--- src/rtl/hazard_ctrl.sv ---
// Pipeline hazard/sequencing controller: load-use stalls, branch flushes, mult/div tracking.
// Optional `HAZARD_PERF_EN adds saturating stall/flush event counters.
module hazard_ctrl #(
    parameter int MD_CYCLES = 32,
    parameter int CNT_W     = 6
) (
    input  logic        clk,
    input  logic        reset,
    input  logic [4:0]  id_rs,
    input  logic [4:0]  id_rt,
    input  logic        id_uses_rt,
    input  logic        ex_mem_read,
    input  logic [4:0]  ex_rt,
    input  logic        ex_branch_taken,
    input  logic        id_md_start,
    input  logic        id_md_read,
    output logic        pc_en,
    output logic        if_id_en,
    output logic        if_id_flush,
    output logic        id_ex_en,
    output logic        id_ex_flush,
    output logic        md_go,
    output logic        md_busy,
    output logic        md_done
`ifdef HAZARD_PERF_EN
    ,
    output logic [31:0] stall_cycles,
    output logic [15:0] flush_events
`endif
);

    typedef enum logic {RUN, MD_BUSY} state_t;

    state_t             state, state_next;
    logic [CNT_W-1:0]   md_cnt, md_cnt_next;
    logic               load_use;
    logic               md_hazard;
    logic               stall;

    // A load writing $0 never creates a real dependency.
    assign load_use  = ex_mem_read && (ex_rt != 5'd0) &&
                       ((ex_rt == id_rs) || (id_uses_rt && (ex_rt == id_rt)));
    assign md_hazard = (state == MD_BUSY) && (id_md_start || id_md_read);
    assign stall     = load_use || md_hazard;

    always_ff @(posedge clk or negedge reset) begin
        if (!reset) begin
            state  <= RUN;
            md_cnt <= '0;
        end else begin
            state  <= state_next;
            md_cnt <= md_cnt_next;
        end
    end

    always_comb begin
        pc_en       = 1'b1;
        if_id_en    = 1'b1;
        if_id_flush = 1'b0;
        id_ex_en    = 1'b1;
        id_ex_flush = 1'b0;
        md_go       = 1'b0;
        md_busy     = 1'b0;
        md_done     = 1'b0;
        state_next  = state;
        md_cnt_next = md_cnt;

        // A taken branch squashes the ID instruction, so any stall it had is moot.
        if (ex_branch_taken) begin
            if_id_flush = 1'b1;
            id_ex_flush = 1'b1;
        end else if (stall) begin
            pc_en       = 1'b0;
            if_id_en    = 1'b0;
            id_ex_flush = 1'b1;
        end

        case (state)
            RUN: begin
                md_go = id_md_start && !stall && !ex_branch_taken;
                if (md_go) begin
                    state_next  = MD_BUSY;
                    md_cnt_next = CNT_W'(MD_CYCLES - 1);
                end
            end
            MD_BUSY: begin
                md_busy = 1'b1;
                if (md_cnt == '0) begin
                    md_done    = 1'b1;
                    state_next = RUN;
                end else begin
                    md_cnt_next = md_cnt - CNT_W'(1);
                end
            end
            default: state_next = RUN;
        endcase
    end

`ifdef HAZARD_PERF_EN
    always_ff @(posedge clk or negedge reset) begin
        if (!reset) begin
            stall_cycles <= '0;
            flush_events <= '0;
        end else begin
            if (!pc_en && (stall_cycles != '1))
                stall_cycles <= stall_cycles + 32'd1;
            if (ex_branch_taken && (flush_events != '1))
                flush_events <= flush_events + 16'd1;
        end
    end
`endif

endmodule
--- config.mk ---
export PLATFORM = sky130hd
export DESIGN_NAME = hazard_ctrl
export DESIGN_NICKNAME = d
export VERILOG_FILES = /design/src/rtl/hazard_ctrl.sv
export SDC_FILE = /design/constraint.sdc
export NUM_CORES = 1
export LEC_CHECK = 0
export ABC_CLOCK_PERIOD_IN_PS = 4340
export BUFFER_PORTS_ARGS = -buffer_cell sky130_fd_sc_hd__buf_2
export CAP_MARGIN = 25
export CORE_UTILIZATION = 48
export CTS_CLUSTER_DIAMETER = 50
export DETAILED_ROUTE_END_ITERATION = 6
export PLACE_DENSITY_LB_ADDON = 0.05
export SLEW_MARGIN = 40
export SYNTH_ARGS = -nofsm -noshare
export SYNTH_HDL_FRONTEND = slang
export SYNTH_SLANG_ARGS = --single-unit
--- constraint.sdc ---
create_clock -name clk -period 4.34 [get_ports clk]
set_input_delay 0.434 -clock clk [delete_from_list [all_inputs] [get_ports clk]]
set_output_delay 0.434 -clock clk [all_outputs]
set_load 0.02 [all_outputs]
---- Word level (Yosys, flattened, before mapping) ----
Cells that the tools add are included.
storage, ports and cells
  register bits after elaboration ......... 7
  input port bits ......................... 22
  output and inout bits ................... 8
  logic and storage cells ................. 37
operators by class
  add/subtract/negate cells ............... 1
  equality and inequality tests ........... 4
  mux-type cells .......................... 15
  bitwise gates (word level) .............. 1
  reductions and logical operators ........ 14
operators with widths
  operator                                                             number
  6-bit 2-to-1 mux                                                     2
  6-bit one-hot mux with 2 select lines                                1
  1-bit 2-to-1 mux                                                     11
  5-bit == test                                                        2
  1-bit logical AND                                                    6
  6-bit logical NOT                                                    1
  6-bit by 1-bit subtractor with 6-bit output (second input constant)  1
  5-bit nonzero test                                                   1
  2-bit inequality test (second input constant)                        2
  1-bit logical OR                                                     3
  1-bit logical NOT                                                    2
  1-bit one-hot mux with 2 select lines                                1
  2-bit AND reduction                                                  1
  1-bit NOT                                                            1

---- Logic depth before layout (Yosys ltp) ----
Gate-level depths: netlist of run 1.
  depth in word-level cells ............... 10
  gate-level depth with buffers ........... 7
  mapped depth without buffers ............ 7

---- Least setup slack after synthesis of run 1 ----
Ideal clock, no wire load.
  path type ............................... input-to-output
  start point ............................. in ex_rt[1]
  end point ............................... out pc_en
  arrival time ............................ 1899 ps
  slack ................................... 2007 ps
  stages .................................. 5
  buffers on the path ..................... 1
  cells stage by stage .................... or4_1 > o21a_1 > a21boi_4 > o21bai_1 > buf_4
between the ends
  word-level cells in the longest chain between the ends .. 7
ends and longest elaborated chain
  element                             line  text
  from (decl)                         13    input logic [4:0] ex_rt,
  5-bit == test                       42    ((ex_rt == id_rs) || (id_uses_rt && (ex_rt == id_rt)));
  1-bit logical AND                   42
  1-bit logical OR                    42
  1-bit logical AND (*)               41    assign load_use = ex_mem_read && (ex_rt != 5'd0) &&
  1-bit logical OR (*)                44    assign stall = load_use || md_hazard;
  1-bit 2-to-1 mux (*) (2 in series)  -
  to (decl)                           17    output logic pc_en,
Mark *: on every way between the ends. The rest lies on a longest branch, timed or not.

---- Worst setup path after layout of run 1 ----
  start point ............................. in ex_rt[1]
  end point ............................... out id_ex_flush
between the ends
  word-level cells in the longest chain between the ends .. 7
ends and longest elaborated chain
  element                line  text
  5-bit == test          42
  1-bit logical AND      42
  1-bit logical OR       42
  1-bit logical AND (*)  41
  1-bit logical OR (*)   44
  1-bit 2-to-1 mux (*)   72    end else if (stall) begin
  1-bit 2-to-1 mux (*)   69    if (ex_branch_taken) begin
  to (decl)              21    output logic id_ex_flush,
Marks and branches as above.

==> results.json, run 1 <==
{
  "hold_ws_ns": 0.546,
  "gp_congestion": 0.666,
  "finalMaxSlewViolations": 0,
  "rsz0062_at_grt": "no",
  "reg2reg_from": "md_cnt[0]",
  "start_util_pct": 54.2,
  "synth_edf_count": 0,
  "root_buffer": "clkbuf_4",
  "nNetsFinal": 118,
  "syn_area_per_cell_um2": 9.64,
  "final_cell_mix": "buf_2, xnor2_1, dfrtp_1",
  "arrival_ns": 1.95,
  "fin_skew_ns": 0.00853,
  "final_cell_area_um2": 787,
  "crit_top_cell": "buf_2",
  "grt_max_degree": 12,
  "vias": 556,
  "io_pins": 30,
  "path_class": "primary input to primary output",
  "fin_tns_setup_ns": 0,
  "h-tree-depth": 1,
  "cts_buffer_depth": 2,
  "cp.buffers_inverters": 2,
  "synth_fa_ha_area_share_pct": 2.00,
  "timing.final.crit_period_ns": 2.38,
  "max_cap_violations": 0,
  "clkSinkCount": 7,
  "grt_pass1_vias": 490,
  "reg2regPathDepth": 7,
  "diodes": 0,
  "post_cts_buffers": 0,
  "core_um2": 1160,
  "path_cells": "buf_2 -> or4_1 -> o21a_1 -> a21boi_4 -> or3_1 -> buf_2",
  "cp-end-kind": "primary output",
  "routed_wl_um": 1140,
  "clk_pin_slew_worst_paths_ns": 0.05,
  "port_buffers": 28,
  "cp_slowest_cell": "or4_1",
  "die_w_um": 38.1,
  "ant_nets": 0,
  "syn_inst": 65,
  "place_area_um2": 751,
  "synth.cell_area_um2": 627,
  "cellPowerDensity_nw_per_um2": 477,
  "fp-row-count": 12,
  "die_h_um": 38.1,
  "setup_viol": 0,
  "yosysTopAreaCellShare_pct": 27.9,
  "rr_endpoint": "md_cnt[0]",
  "synth.area.top_cells": "dfrtp_1, xnor2_1, xor2_1, buf_4, o21a_1",
  "grt_pass1_wl_um": 1920,
  "fill_cells": 97,
  "avgViaCountPerCell": 5.15,
  "ir_drop_mv": 0.360,
  "yosys_most_used_dff": "dfrtp_1",
  "path_max_fanout": 3,
  "yosysTopAreaCell": "dfrtp_1",
  "status": "finished clean",
  "drive_above_1_share_pct": 45.7,
  "cts_buffers": 3,
  "fin_util_pct": 68.1,
  "drc": 0,
  "yosys.area_share.simple_pct": 19.6,
  "required_ns": 3.91,
  "final_common_cell": "buf_2",
  "ys_async_sr_fraction_pct": 100,
  "finalHoldViolCount": 0,
  "wl_per_cell_um": 10.6,
  "hpwl_um": 953,
  "ys_warn_count": 0,
  "clkLatencyLatePin_ns": 0.25,
  "fp.dieArea_um2": 1450,
  "syn_to_final_growth_pct": 25.5,
  "crit_family": "simple AND/OR/NAND/NOR gates",
  "cts_tree": "yes",
  "cts_resized": 0,
  "synth.net_count": 88,
  "overflow": 0,
  "ys_ff_latch": 7,
  "synth_xor_area_share_pct": 14.0,
  "finalPower_w": 0.000376,
  "synthMuxAreaShare_pct": 4.19,
  "start_kind": "primary input",
  "synth_top_family_by_area": "compound AO/OA/AOI/OAI gates",
  "min_path_type": "primary input to asynchronous set/reset pin",
  "yosysUniqueCellTypes": 33,
  "max_stage_delay_ns": 0.54,
  "drt_first_iter_violations": 4,
  "r2r_slack_ns": 2.33,
  "antenna_found_initial": 0,
  "period_share_pct": 54.9,
  "grt_usage_pct": 19.4,
  "max_clock_freq_ghz": 0.420,
  "ys_seq_area_share_pct": 27.9,
  "synth_compound_area_share_pct": 25.1,
  "first_pass_iters": 2,
  "power_leakage_nw": 0.359
}
-- stage by stage --
step | cells | setup slack [ns]
floorplan | 65 | 2.01
global placement | 103 | 1.99
detailed placement | 103 | 1.96
CTS | 108 | 1.95
global route | 108 | 1.90
finish | 108 | 1.96
-- power by group --
group | internal (W) | switching (W) | total, W
clock | 0.0000350 | 0.0000228 | 0.0000578
sequential | 0.0000956 | 0.0000397 | 0.000135
combinational | 0.0000973 | 0.0000853 | 0.000183
-- cell type report --
cell class / count / area [um^2] / area share [%]
Tap cell: 14 / 17.5 / 2.23
Timing Repair Buffer: 29 / 150 / 19.1
Inverter: 2 / 7.51 / 0.954
Clock buffer: 4 / 26.3 / 3.34
Sequential cell: 7 / 175 / 22.3
Multi-Input combinational cell: 52 / 410 / 52.1
-- synthesized netlist by cell type (2+ instances only) --
master / n
nor2_1: 3
o21a_1: 3
inv_1: 2
or3b_2: 2
xnor2_1: 7
nor3_1: 3
a31oi_1: 2
xor2_1: 3
o211a_1: 2
nand2_1: 4
buf_4: 3
nand3_1: 4
dfrtp_1: 7
-- metal layers --
metal | GRT usage, % | wire length, um | vias to the layer above
met3 | 8.72 | 78 | 0
met5 | 0 | 0 | -
li1 | - | - | 286
met4 | 2.68 | 0 | 0
met2 | 32.6 | 516 | 20
met1 | 22.9 | 546 | 250
-- state kept, by name, indices dropped and copies added (netlist names) --
| name | flops |
|---|---|
| md_cnt | 6 |
| state | 1 |
-- repair_timing --
item,in CTS,in global routing
hold buffers,1,0
setup endpoints to repair,0,0
endpoints found under the hold margin,4,0
-- cells by family after synthesis --
| family | after synthesis |
|---|---|
| XOR/XNOR | 10 |
| AND/OR/NAND/NOR | 22 |
| flip-flops | 7 |
| AO/OA/AOI/OAI | 16 |
| other | 1 |
| multiplexers | 2 |
| adder cells (fa/ha/maj) | 1 |
| buffers and inverters | 6 |
-- worst max path at each step --
stage / to / startpoint / slack [ns] / cells past startpoint
after floorplan: pc_en / ex_rt[1] / 2.01 / 5
after CTS: id_ex_flush / ex_rt[1] / 1.95 / 6
after global placement: id_ex_flush / ex_rt[1] / 1.99 / 6
after detailed placement: id_ex_flush / ex_rt[1] / 1.96 / 6
final: id_ex_flush / ex_rt[1] / 1.96 / 6
after global routing: id_ex_flush / ex_rt[1] / 1.90 / 6
Note: power is estimated with default switching activity, not from simulation.
==> run 2: changes to the inputs <==
ABC_CLOCK_PERIOD_IN_PS = 2100   (was 4340)
CORE_UTILIZATION = 40   (was 48)
clock period = 2.1 ns   (was 4.34 ns; I/O delays follow)
==> run 2 against run 1 <==
Compared with the run above:
- utilization is 11 points lower
- total power rose by 110%
- non-clock buffer count increased by 1
- count of clock-buffer cells in the layout did not move
- largest power group unchanged
- critical endpoint is now md_cnt[0]
- design area is 1.1% higher
- die area increased by 19%
- final cell count increased by 1.9%
==> results.json, run 2 (synthesized netlist as in run 1, its figures left out) <==
{
  "wl_per_cell_um": 10.9,
  "grt_pass1_vias": 504,
  "drc": 0,
  "final_cell_mix": "buf_2, xnor2_1, dfrtp_1",
  "fp.dieArea_um2": 1730,
  "reg.largest.list": "md_cnt: 6 flops, state: 1 flops",
  "ir_drop_mv": 0.507,
  "required_ns": 2.24,
  "fill_cells": 129,
  "ant_nets": 0,
  "critical_path.startpoint": "md_cnt[0]",
  "diodes": 0,
  "h-tree-depth": 1,
  "setup_viol": 0,
  "root_buffer": "clkbuf_4",
  "finalMaxSlewViolations": 0,
  "cts_resized": 0,
  "rsz0062_at_grt": "no",
  "multi_input_area_um2": 410,
  "die_w_um": 41.6,
  "vias": 561,
  "clkLatencyLatePin_ns": 0.25,
  "gp_congestion": 0.729,
  "status": "finished clean",
  "drive_above_1_share_pct": 46.3,
  "routed_wl_um": 1200,
  "drt_first_iter_violations": 6,
  "rr_endpoint": "md_cnt[0]",
  "start_util_pct": 45.3,
  "timing.final.crit_period_ns": 2.02,
  "cts_buffers": 3,
  "first_pass_iters": 4,
  "reg2regPathDepth": 7,
  "seq_area_um2": 175,
  "cellPowerDensity_nw_per_um2": 1010,
  "max_clock_freq_ghz": 0.496,
  "antenna_found_initial": 0,
  "grt_max_degree": 11,
  "largest_register_ffs": 6,
  "pre_cts_ws_ns": 0.0924,
  "clkSinkCount": 7,
  "fin_skew_ns": 0.000842,
  "grt_pass1_wl_um": 2060,
  "cts_tree": "yes",
  "worst_slack_ns": 0.0821,
  "fp-row-count": 13,
  "io_pins": 30,
  "regMostFlops": "md_cnt",
  "cts_buffer_depth": 2,
  "nNetsFinal": 119,
  "max_cap_violations": 0,
  "path_max_fanout": 5,
  "grt_use_met1_pct": 20.9,
  "fin_util_pct": 57.6,
  "reg2reg_from": "md_cnt[0]",
  "grt_usage_pct": 15.7,
  "avgViaCountPerCell": 5.10,
  "grt.met3_usage_pct": 7.83,
  "fin_tns_setup_ns": 0,
  "min_path_type": "primary input to asynchronous set/reset pin",
  "r2r_slack_ns": 0.08,
  "finalHoldViolCount": 0,
  "grt.busiest_layer": "met2",
  "final_common_cell": "buf_2",
  "clk_pin_slew_worst_paths_ns": 0.05,
  "start_kind": "register",
  "path_class": "register to register",
  "ctsHoldBuffers": 1,
  "cp-end-kind": "register",
  "core_um2": 1380,
  "overflow": 0,
  "power_leakage_nw": 0.363,
  "hpwl_um": 1020,
  "arrival_ns": 2.15,
  "post_cts_buffers": 0,
  "syn_to_final_growth_pct": 26.9,
  "port_buffers": 28,
  "die_h_um": 41.6,
  "period_share_pct": 96.1,
  "groute.layer.met2.usage_pct": 22.5
}
-- run 2: cell count changes in the layout (fill, tap and decap cells not counted) --
cell   change
buf_4      +1
-- run 2: how the worst max path moves through the flow --
stage	cells after the start	slack (ns)	end
4_1_cts	7	0.08	md_cnt[0]
5_1_grt	7	0.009	md_cnt[0]
3_3_place_gp	7	0.14	md_cnt[0]
6_report	7	0.08	md_cnt[0]
3_5_place_dp	7	0.09	md_cnt[0]
2_1_floorplan	7	0.21	md_cnt[0]
-- run 2: per-stage QoR --
| step | instances | hold WS [ns] | power (W) | area (um^2) |
|---|---|---|---|---|
| detailed placement | 105 | 0.0538 | 0.000682 | 759 |
| global placement | 105 | 0.0503 | 0.000678 | 759 |
| floorplan | 65 | -0.0856 | 0.000588 | 627 |
| CTS | 110 | 0.327 | 0.000808 | 796 |
| finish | 110 | 0.317 | 0.000801 | 796 |
| global route | 110 | 0.324 | 0.000867 | 796 |
-- run 2: routing by layer --
metal,up-vias,routed length (um)
li1,292,-
met1,244,571
met2,23,530
met3,2,89
met4,0,5
met5,-,0
-- run 2: report_power, final --
part | internal [W] | switching (W)
registers | 0.000198 | 0.0000605
logic | 0.000213 | 0.000209
clock network | 0.0000724 | 0.0000479
total | 0.000484 | 0.000317
-- run 2: final cells by class --
class	count	area share (%)
clock buffer	4	3.30
inverter	2	0.943
multi-input combinational	52	51.6
sequential	7	22.0
tap	15	2.36
timing repair buffer	30	19.8
-- run 2: worst max-delay path, cell delays in order, from the launching register on --
cell	delay [ns]
dfrtp_1	0.38
inv_1	0.09
ha_1	0.19
or3b_4	0.43
o31ai_4	0.22
o21ai_2	0.12
a21o_4	0.22
mux2_4	0.25
==> run 3: changes to the inputs <==
==> constraint.sdc (replaced) <==
create_clock -name clk -period 2.1 [get_ports clk]
set_input_delay 0.315 -clock clk [delete_from_list [all_inputs] [get_ports clk]]
set_output_delay 0.315 -clock clk [all_outputs]
set_load 0.02 [all_outputs]
==> run 3 against run 2 <==
Compared with the run above:
- routed wire length is 8.0% higher
- sequential share of layout area decreased by 1.6 points
- sequential power is essentially flat
- hold slack gained 0.088 ns
- die area unchanged
- critical path depth fell by 1
- highest routed layer unchanged
==> results.json, run 3 (synthesized netlist as in run 1, its figures left out) <==
{
  "status": "finished clean",
  "die_h_um": 41.6,
  "drt_first_iter_violations": 5,
  "drc": 0,
  "worst_slack_ns": 0.0430,
  "start_util_pct": 45.3,
  "groute.layer.met2.usage_pct": 25.3,
  "grt_use_met1_pct": 17.9,
  "path_class": "primary input to primary output",
  "arrival_ns": 1.74,
  "antenna_found_initial": 0,
  "h-tree-depth": 1,
  "pre_cts_ws_ns": 0.00910,
  "avgViaCountPerCell": 5.21,
  "grt.met3_usage_pct": 6.52,
  "syn_to_final_growth_pct": 36.9,
  "grt_usage_pct": 15.8,
  "start_kind": "primary input",
  "core_um2": 1380,
  "r2r_slack_ns": 0.10,
  "largest_register_ffs": 6,
  "grt_pass1_vias": 539,
  "fin_skew_ns": 0.00810,
  "nNetsFinal": 124,
  "setup_viol": 0,
  "hpwl_um": 1040,
  "fp-row-count": 13,
  "period_share_pct": 98.0,
  "final_common_cell": "buf_2",
  "cp-end-kind": "primary output",
  "routed_wl_um": 1290,
  "cts_buffers": 3,
  "finalHoldViolCount": 0,
  "final_cell_mix": "buf_2, xnor2_1, dfrtp_1",
  "port_buffers": 28,
  "drive_above_1_share_pct": 52.0,
  "regMostFlops": "md_cnt",
  "required_ns": 1.78,
  "cts_tree": "yes",
  "fin_tns_setup_ns": 0,
  "fill_cells": 129,
  "clkSinkCount": 7,
  "seq_area_um2": 175,
  "ir_drop_mv": 0.476,
  "min_path_type": "primary input to asynchronous set/reset pin",
  "max_clock_freq_ghz": 0.486,
  "path_max_fanout": 3,
  "die_w_um": 41.6,
  "max_cap_violations": 0,
  "cts_buffer_depth": 2,
  "grt_pass1_wl_um": 2060,
  "power_leakage_nw": 0.392,
  "multi_input_area_um2": 423,
  "grt_max_degree": 11,
  "finalMaxSlewViolations": 0,
  "diodes": 0,
  "root_buffer": "clkbuf_4",
  "clkLatencyLatePin_ns": 0.26,
  "hold_ws_ns": 0.405,
  "gp_congestion": 0.741,
  "overflow": 0,
  "fp.dieArea_um2": 1730,
  "vias": 599,
  "grt.busiest_layer": "met2",
  "first_pass_iters": 4,
  "reg.largest.list": "md_cnt: 6 flops, state: 1 flops",
  "clk_pin_slew_worst_paths_ns": 0.05,
  "ant_nets": 0,
  "finalPower_w": 0.000838,
  "timing.final.crit_period_ns": 2.06,
  "io_pins": 30,
  "cellPowerDensity_nw_per_um2": 976,
  "wl_per_cell_um": 11.2
}
[run 3: final timing paths]
kind,start,end,cells past startpoint
worst max-delay path,ex_rt[3],id_ex_flush,6
worst min-delay path,reset,md_cnt[2],2
worst max register to register,md_cnt[0],md_cnt[0],7
worst min register to register,md_cnt[4],md_cnt[4],1
max in group asynchronous,reset,state,2
min in group clk,ex_branch_taken,md_cnt[5],4
[run 3: area by class of cell]
| class | instances | area share, % |
|---|---|---|
| flip-flops and latches | 7 | 20.4 |
| repair buffers | 35 | 24.2 |
| well taps | 15 | 2.19 |
| clock buffers | 4 | 3.06 |
| multi-input cells | 52 | 49.3 |
| inverters | 2 | 0.875 |
[run 3: repair_timing]
action / CTS / global route
endpoints found under the setup margin: 0 / 3
setup buffers: 0 / 1
hold buffers: 1 / 0
resized for setup: 0 / 6
endpoints found under the hold margin: 7 / 0
[run 3: power by group]
| part | leakage, nW | switching [W] | total (W) | internal [W] |
|---|---|---|---|---|
| registers | 0.0774 | 0.0000601 | 0.000258 | 0.000198 |
| clock network | 0.0150 | 0.0000526 | 0.000125 | 0.0000727 |
| logic | 0.300 | 0.000215 | 0.000454 | 0.000240 |
| total | 0.392 | 0.000328 | 0.000838 | 0.000510 |
[run 3: stage by stage]
step / cell area, um^2 / cells / utilization [%]
2_1_floorplan: 627 / 65 / -
3_3_place_gp: 790 / 109 / 57.1
3_5_place_dp: 790 / 109 / 57.1
4_1_cts: 826 / 114 / 59.7
5_1_grt: 858 / 115 / 62.1
6_report: 858 / 115 / 62.1
[run 3: per-layer routing]
layer / routed length (um) / share of wire, %
met1: 570 / 44
met2: 621 / 48
met3: 83 / 6.4
met4: 18 / 1.4
met5: 0 / 0
[run 3: worst max-delay path, stage by stage]
cell	delay (ns)
buf_6	0.09
or4_1	0.51
o21a_1	0.21
a21boi_4	0.14
or3_4	0.33
buf_6	0.14
